**config.mk**
```make
export PLATFORM = sky130hd
export DESIGN_NAME = byte_stream_mux
export DESIGN_NICKNAME = d
export VERILOG_FILES = /design/src/rtl/byte_stream_mux_pkg.sv /design/src/rtl/byte_stream_mux_rr_pick.sv /design/src/rtl/byte_stream_mux.sv
export SDC_FILE = /design/constraint.sdc
export NUM_CORES = 1
export LEC_CHECK = 0
export ABC_AREA = 1
export CORE_AREA = 5 5 64 66
export CTS_BUF_LIST = sky130_fd_sc_hd__clkbuf_16
export CTS_CLUSTER_SIZE = 40
export DETAILED_ROUTE_END_ITERATION = 6
export DIE_AREA = 0 0 69 71
export PLACE_DENSITY = 0.78
export SETUP_SLACK_MARGIN = 0.2
export SYNTH_ARGS = -nofsm -noshare
export SYNTH_HDL_FRONTEND = slang
export SYNTH_SLANG_ARGS = --single-unit
```
**constraint.sdc**
```tcl
create_clock -name clk -period 1.7 [get_ports clk]
set_input_delay 0.34 -clock clk [delete_from_list [all_inputs] [get_ports clk]]
set_output_delay 0.34 -clock clk [all_outputs]
set_load 0.01 [all_outputs]
```
**src/rtl/byte_stream_mux_pkg.sv**
```systemverilog
// byte_stream_mux_pkg: shared types and helpers for byte_stream_mux.
//   state_t    - arbiter/burst state (IDLE, BURST)
//   MODE_FIXED - mode encoding for fixed channel select
//   MODE_RR    - mode encoding for round-robin arbitration
//   sel_w()    - index width for an n-entry range, never below 1
package byte_stream_mux_pkg;

  typedef enum logic {
    IDLE  = 1'b0,
    BURST = 1'b1
  } state_t;

  localparam logic MODE_FIXED = 1'b0;
  localparam logic MODE_RR    = 1'b1;

  function automatic int unsigned sel_w(int unsigned n);
    return (n > 1) ? $clog2(n) : 1;
  endfunction

endpackage

```
**src/rtl/byte_stream_mux_rr_pick.sv**
```systemverilog
// rr_pick: combinational round-robin picker.
// Returns the first set request bit at or after i_ptr, wrapping N-1 -> 0.
//   i_req   in  N   request bits
//   i_ptr   in  PW  search start index (must be < N)
//   o_idx   out PW  chosen index (0 when nothing found)
//   o_found out 1   at least one request was set
module rr_pick
  import byte_stream_mux_pkg::*;
#(
  parameter int unsigned N  = 4,
  parameter int unsigned PW = sel_w(N)
) (
  input  logic [N-1:0]  i_req,
  input  logic [PW-1:0] i_ptr,
  output logic [PW-1:0] o_idx,
  output logic          o_found
);

  // Scan from the farthest offset down so the nearest hit is written last.
  always_comb begin
    int unsigned w_j;
    o_idx   = '0;
    o_found = 1'b0;
    w_j     = 0;
    for (int k = int'(N) - 1; k >= 0; k--) begin
      w_j = (32'(i_ptr) + 32'(k)) % N;
      if (i_req[w_j]) begin
        o_idx   = PW'(w_j);
        o_found = 1'b1;
      end
    end
  end

endmodule

```
**src/rtl/byte_stream_mux.sv**
```systemverilog
// byte_stream_mux: N_CH-to-1 burst multiplexer for byte streams.
// In IDLE a channel is granted (fixed select or round-robin); in BURST the
// granted channel streams BURST_LEN beats through a one-deep output register.
// Optional feature macro: BYTE_STREAM_MUX_PARITY_EN adds out_par (XOR of beat).
//   clk, rst            clock, synchronous active-high reset
//   in_data/in_valid    per-channel lanes, channel c at [c*DATA_W +: DATA_W]
//   in_ready            per-channel accept, only the granted bit in BURST
//   sel, mode           fixed select / mode, sampled only in IDLE
//   out_data/out_valid  registered output beat, out_ready downstream accept
//   out_ch              source channel of out_data
//   out_par             (optional) parity of out_data
module byte_stream_mux
  import byte_stream_mux_pkg::*;
#(
  parameter int unsigned DATA_W    = 8,
  parameter int unsigned N_CH      = 4,
  parameter int unsigned BURST_LEN = 16
) (
  input  logic                     clk,
  input  logic                     rst,
  input  logic [N_CH*DATA_W-1:0]   in_data,
  input  logic [N_CH-1:0]          in_valid,
  output logic [N_CH-1:0]          in_ready,
  input  logic [sel_w(N_CH)-1:0]   sel,
  input  logic                     mode,
  output logic [DATA_W-1:0]        out_data,
  output logic                     out_valid,
  input  logic                     out_ready,
  output logic [sel_w(N_CH)-1:0]   out_ch
`ifdef BYTE_STREAM_MUX_PARITY_EN
  ,
  output logic                     out_par
`endif
);

  localparam int unsigned SW = sel_w(N_CH);
  localparam int unsigned CW = sel_w(BURST_LEN);

  state_t            r_state,     w_state_n;
  logic [SW-1:0]     r_grant,     w_grant_n;
  logic [SW-1:0]     r_rr_ptr,    w_rr_ptr_n;
  logic [CW-1:0]     r_cnt,       w_cnt_n;
  logic [DATA_W-1:0] r_out_data,  w_out_data_n;
  logic              r_out_valid, w_out_valid_n;
  logic [SW-1:0]     r_out_ch,    w_out_ch_n;
`ifdef BYTE_STREAM_MUX_PARITY_EN
  logic              r_out_par,   w_out_par_n;
`endif

  logic              w_accept;
  logic              w_slot_free;
  logic [DATA_W-1:0] w_lane;
  logic [SW-1:0]     w_rr_idx;
  logic              w_rr_found;

  rr_pick #(.N(N_CH), .PW(SW)) u_rr_pick (
    .i_req  (in_valid),
    .i_ptr  (r_rr_ptr),
    .o_idx  (w_rr_idx),
    .o_found(w_rr_found)
  );

  // State register.
  always_ff @(posedge clk) begin
    if (rst) begin
      r_state     <= IDLE;
      r_grant     <= '0;
      r_rr_ptr    <= '0;
      r_cnt       <= '0;
      r_out_data  <= '0;
      r_out_valid <= 1'b0;
      r_out_ch    <= '0;
`ifdef BYTE_STREAM_MUX_PARITY_EN
      r_out_par   <= 1'b0;
`endif
    end else begin
      r_state     <= w_state_n;
      r_grant     <= w_grant_n;
      r_rr_ptr    <= w_rr_ptr_n;
      r_cnt       <= w_cnt_n;
      r_out_data  <= w_out_data_n;
      r_out_valid <= w_out_valid_n;
      r_out_ch    <= w_out_ch_n;
`ifdef BYTE_STREAM_MUX_PARITY_EN
      r_out_par   <= w_out_par_n;
`endif
    end
  end

  // Arbitration, beat transfer and burst counting.
  always_comb begin
    w_state_n     = r_state;
    w_grant_n     = r_grant;
    w_rr_ptr_n    = r_rr_ptr;
    w_cnt_n       = r_cnt;
    w_out_data_n  = r_out_data;
    w_out_valid_n = r_out_valid;
    w_out_ch_n    = r_out_ch;
`ifdef BYTE_STREAM_MUX_PARITY_EN
    w_out_par_n   = r_out_par;
`endif
    in_ready      = '0;
    w_accept      = 1'b0;
    w_slot_free   = !r_out_valid || out_ready;
    w_lane        = in_data[32'(r_grant)*DATA_W +: DATA_W];

    case (r_state)
      IDLE: begin
        if (mode == MODE_FIXED) begin
          // Out-of-range select never grants.
          if ((32'(sel) < N_CH) && in_valid[sel]) begin
            w_grant_n = sel;
            w_state_n = BURST;
          end
        end else if (w_rr_found) begin
          w_grant_n = w_rr_idx;
          w_state_n = BURST;
        end
      end
      BURST: begin
        in_ready[r_grant] = w_slot_free;
        w_accept          = in_valid[r_grant] && w_slot_free;
        if (w_accept) begin
          w_out_data_n  = w_lane;
          w_out_ch_n    = r_grant;
          w_out_valid_n = 1'b1;
`ifdef BYTE_STREAM_MUX_PARITY_EN
          w_out_par_n   = ^w_lane;
`endif
          if (r_cnt == CW'(BURST_LEN - 1)) begin
            w_state_n  = IDLE;
            w_cnt_n    = '0;
            w_rr_ptr_n = (r_grant == SW'(N_CH - 1)) ? '0 : r_grant + SW'(1);
          end else begin
            w_cnt_n = r_cnt + CW'(1);
          end
        end
      end
      default: w_state_n = IDLE;
    endcase

    // Drained with nothing new behind it.
    if (!w_accept && out_ready) begin
      w_out_valid_n = 1'b0;
    end
  end

  assign out_data  = r_out_data;
  assign out_valid = r_out_valid;
  assign out_ch    = r_out_ch;
`ifdef BYTE_STREAM_MUX_PARITY_EN
  assign out_par   = r_out_par;
`endif

endmodule
```
[Yosys cells after proc, flatten, opt, wreduce, memory -nomap -nowiden]
Cells that the tools add are included.
Word-level totals
  register bits after elaboration: 20
  latch bits: 0
  memory bits (writable): 0
  ROM bits: 0
  input port bits: 42
  logic and storage cells: 71
  memories kept: 0
Operators by class
  add/sub/neg operators: 5
  multiply operators: 0
  divide/modulo/power cells: 0
  $lt $le $gt $ge: 7
  equal/unequal tests: 3
  shift-type cells: 1
  muxes and demuxes: 35
  bitwise gates (word level): 2
  reductions and logical operators: 11
Operator list (count)
  $shiftx A32 B6 Y8: 1
  $lt A2 B3 Y1 const B: 6
  $mux W1: 17
  $mux W2: 8
  $bmux W1 S2: 6
  $mux W4: 2
  $reduce_and A3 Y1: 2
  $add A2 B1 Y2 const B: 2
  $add A2 B2 Y2 const B: 2
  $add A4 B1 Y4 const B: 1
  $and A4 B4 Y4: 1
  $eq A4 B4 Y1 const B: 1
  $logic_and A1 B1 Y1: 3
  $demux W1 S2: 1
  $eq A2 B2 Y1 const B: 1
  $ge A2 B1 Y1 const B: 1
  $logic_not A1 Y1: 2
  $ne A2 B1 Y1 const B: 1
  $pmux W1 S2: 1
  $reduce_and A2 Y1: 1
  $reduce_bool A2 Y1: 1
  $reduce_or A2 Y1: 1
  $logic_or A1 B1 Y1: 1
  $not A1 Y1: 1

[Logic depth before layout (Yosys ltp)]
  depth in word-level cells: 10
  depth in mapped cells: 12
  mapped depth without buffers: 11

[Hierarchy]
A second synthesis with hierarchy kept.
Second synthesis, totals
  cell total of the unflattened synthesis: 254
  area total of the unflattened synthesis: 1527.7 um^2
By module, submodules not included
  byte_stream_mux: instances 1, cells each 210, area each 1312.5 um^2
  rr_pick: instances 1, cells each 44, area each 215.2 um^2

[Worst setup path before layout]
OpenSTA, ideal clock, no wires.
  kind: register to output
  from: register r_grant[0]
  to: output in_ready[0]
  data arrival time: 1171 ps
  data required time: 1360 ps
  setup slack: 189 ps
  stages on the path, launching flop included: 7
  buffers on the path: 2
  path through: dfxtp_1 -> buf_6 -> inv_1 -> clkbuf_1 -> ha_1 -> nand2_1 -> nor2_1
Between the ends
  word-level cells in the longest chain between the ends: 6
  elaborated cells on any way between the ends: 7
  classes of those cells: order compare (2); mux (3); bitwise (1); reduce/logical (1)
Ends and longest elaborated chain
  start: declaration: line byte_stream_mux.sv:40  | logic [SW-1:0] r_grant, w_grant_n;
  start signal: assignment: line byte_stream_mux.sv:78  | r_grant <= w_grant_n;
  $lt A2 B3 Y1 (not written as such) / $ge A2 B1 Y1 (equally long branches): line byte_stream_mux.sv:121  | in_ready[r_grant] = w_slot_free;
  $logic_and A1 B1 Y1 (not written as such): line byte_stream_mux.sv:121
  $mux W1 (not written as such): line byte_stream_mux.sv:121
  $demux W1 S2 (*): line byte_stream_mux.sv:121
  $and A4 B4 Y4 (no source line) (*)
  $mux W4 (*): line byte_stream_mux.sv:107  | case (r_state)
  end: declaration: line byte_stream_mux.sv:23  | output logic [N_CH-1:0] in_ready,
Every way passes the cells marked *; elsewhere a longest branch is shown, timed or not.

[Worst setup path after layout]
  from: register r_out_data[4] (netlist: out_data[4])
  to: output out_data[4]
RTL lines
  start: declaration: line byte_stream_mux.sv:43  | logic [DATA_W-1:0] r_out_data, w_out_data_n;
  start signal: assignment: line byte_stream_mux.sv:81  | r_out_data <= w_out_data_n;
  end: declaration: line byte_stream_mux.sv:26  | output logic [DATA_W-1:0] out_data,
No word-level cell between the ends.

==> metrics.cfg <==
[run]
maxCapViolCount = 0

[cells_and_area]
drive_gt1_share_pct = 19.8
nFillCells = 335
n_antenna_cell = 0
area_growth_pct = 63.1
layout_common_cells = nand2_1 (62), nor2_1 (42), clkdlybuf4s50_1 (38), o21ai_0 (20), buf_4 (17)
utilization_pct = 65.9
fin_nets = 352
layout_commonest_cell = nand2_1

[clock_tree]
cts_tree = done
clockBufferDepth = 2
postCtsHoldBufs = 0
cts_inserted_buffers = 3
cts_root_buffer = clkbuf_16
insertion_delay_ns = 0.25
clk_pin_slew_worst_paths_ns = 0.05
htree_levels = 1
cts_sinks = 20

[setup_path]
path_cells = clkdlybuf4s50_1
critPathMaxFanout = 2
cpPeakStageDelay_ns = 0.56
setup.worst_path.class = reg -> out
cp.depth = 1
critical-path-slowest-cell = clkdlybuf4s50_1
required_ns = 1.36
reg2regPathDepth = 6
crit_buf_inv = 1
crit_arrival_ns = 1.15
cp-end-kind = output port
cp_top_family = buffers and inverters
cp-start-kind = flop

[global_route]
grt_max_degree = 21
grt_overflow = 0
grt_pass1_vias = 1552
antenna_found_initial = 0
grt_pass1_wl_um = 6530
track_usage_pct = 16.0

[sta]
rsz0062_at_grt = yes
fmax_ghz = 0.672
finalSetupViolCount = 0
finalHoldViolations = 0
tightest_slew_ns = 0.410
skew_ns = 0.00303
period_needed_ns = 1.49
relSlewSlack_pct = 72.6
setup_tns_ns = 0
drv_slew = 0
finalCritPeriodShare_pct = 87.5
setup_slack_ns = 0.212

[die]
ios = 57
die_w_um = 69
fp.dieH_um = 71
dieArea_mm2 = 0.00490
coreArea_mm2 = 0.00352
initial_core_util_pct = 40.4
row_count = 22

[hold_path]
hold_depth = 2
min_path_type = reg -> reg

[power]
leakagePower_uw = 0.00114
clkPwrFrac_pct = 29.4
p_int_uw = 1130
combPwrFrac_pct = 36.6
p_switching_uw = 473
seqPwrFrac_pct = 34.1
power_density_mw_per_mm2 = 691
irDropWorstVdd_mv = 0.475
power_switching_share_pct = 29.4

[route]
avgRoutedWirePerCell_um = 12.6
drcViolationCount = 0
vias_per_cell = 4.94
first_iter_violations = 66
dr.pass1.iters = 4
ant_nets = 0
finalWirelength_um = 4440
num_vias = 1733

[synth]
avgSynthCellArea_um2 = 6.14
syn-cell-area_mm2 = 0.00142
ys.warnings.count = 0
synth_nets = 279
synth_cells = 232
synth_seq_cells = 20
synth-seq-area-share_pct = 28.1
synth.distinct_cells = 28

[placement]
dpl.hpwl_um = 3070
dp_slack_ns = -0.290
port_buffers = 56
gp_congestion = 0.794

[status]
outcome = finished clean

[state kept, by name, summed over array words and instances (netlist names)]
| register | count |
|---|---|
| out_ch | 2 |
| r_state | 1 |
| out_valid | 1 |
| r_grant | 2 |
| r_rr_ptr | 2 |
| out_data | 8 |
| r_cnt | 4 |
[power by group through the flow]
stage	registers (uW)	logic, uW	clock network [uW]
2_1_floorplan	558	254	0
3_3_place_gp	548	506	0
3_5_place_dp	549	511	0
4_1_cts	544	537	474
5_1_grt	551	646	497
6_report	547	587	471
[path summary, 6_finish.rpt]
check	from	to	slack (ns)
worst max-delay path	out_data[4]$_SDFFE_PP0P_	out_data[4]	0.21
worst min-delay path	r_cnt[2]$_SDFFE_PP0P_	r_cnt[2]$_SDFFE_PP0P_	0.46
worst max register to register	r_cnt[0]$_SDFFE_PP0P_	r_rr_ptr[0]$_SDFFE_PP0P_	0.26
worst min register to register	r_cnt[2]$_SDFFE_PP0P_	r_cnt[2]$_SDFFE_PP0P_	0.46
[synthesized netlist by cell type (all sizes together)]
library cell  instances  area share (%)
inv                  21             5.9
a31oi                 4             1.8
ha                    5             4.4
o211ai                2             1.4
nand3                 6             2.8
xor2                  1            0.62
o22ai                 5             2.2
nor2                 44              12
nand3b                1            0.53
buf                   8             4.5
dfxtp                20              28
a21oi                16             5.9
nand2                67              19
clkbuf                2            0.61
o21ai                30              11
[cell families (layout without fill, tap and decap cells)]
logic type	Yosys count	in the layout	synth area share (%)
and+or+nand+nor	118	118	33.8
AOI/OAI and AO/OA	57	57	22.1
buffers and inverters	31	102	11.0
DFF	20	20	28.1
adders and majority gates	5	5	4.39
xor gates and xnor gates	1	1	0.615
[cell type report]
class                           count  area [um^2]  area share (%)
Clock buffer                        3         75.1            3.23
Sequential cell                    20          413            17.8
Timing Repair Buffer               78          785            33.8
Multi-Input combinational cell    181          901            38.8
Tap cell                           48         60.1            2.59
Inverter                           21         88.8            3.83
[routing by layer]
metal | track usage [%] | vias up | share of wire [%]
li1 | - | 889 | -
met1 | 17.2 | 780 | 39
met2 | 27.8 | 58 | 49
met3 | 7.24 | 6 | 10
met4 | 5.42 | 0 | 0.99
met5 | 0 | - | 0
[repair_timing]
item,4_1_cts,5_1_grt
buffers inserted,0,7
gates cloned,1,1
pin swaps,6,6
setup endpoints to repair,18,21
resized for setup,33,25
[metrics by stage]
stage / total power (uW) / hold WS [ns] / instance area (um^2) / cells
after global placement: 1050 / 0.449 / 2080 / 339
after CTS: 1550 / 0.465 / 2190 / 343
after floorplan: 811 / 0.407 / 1430 / 232
after global routing: 1690 / 0.496 / 2320 / 351
after detailed placement: 1060 / 0.454 / 2080 / 339
final: 1600 / 0.462 / 2320 / 351
Power figures use the tool's default switching activity.
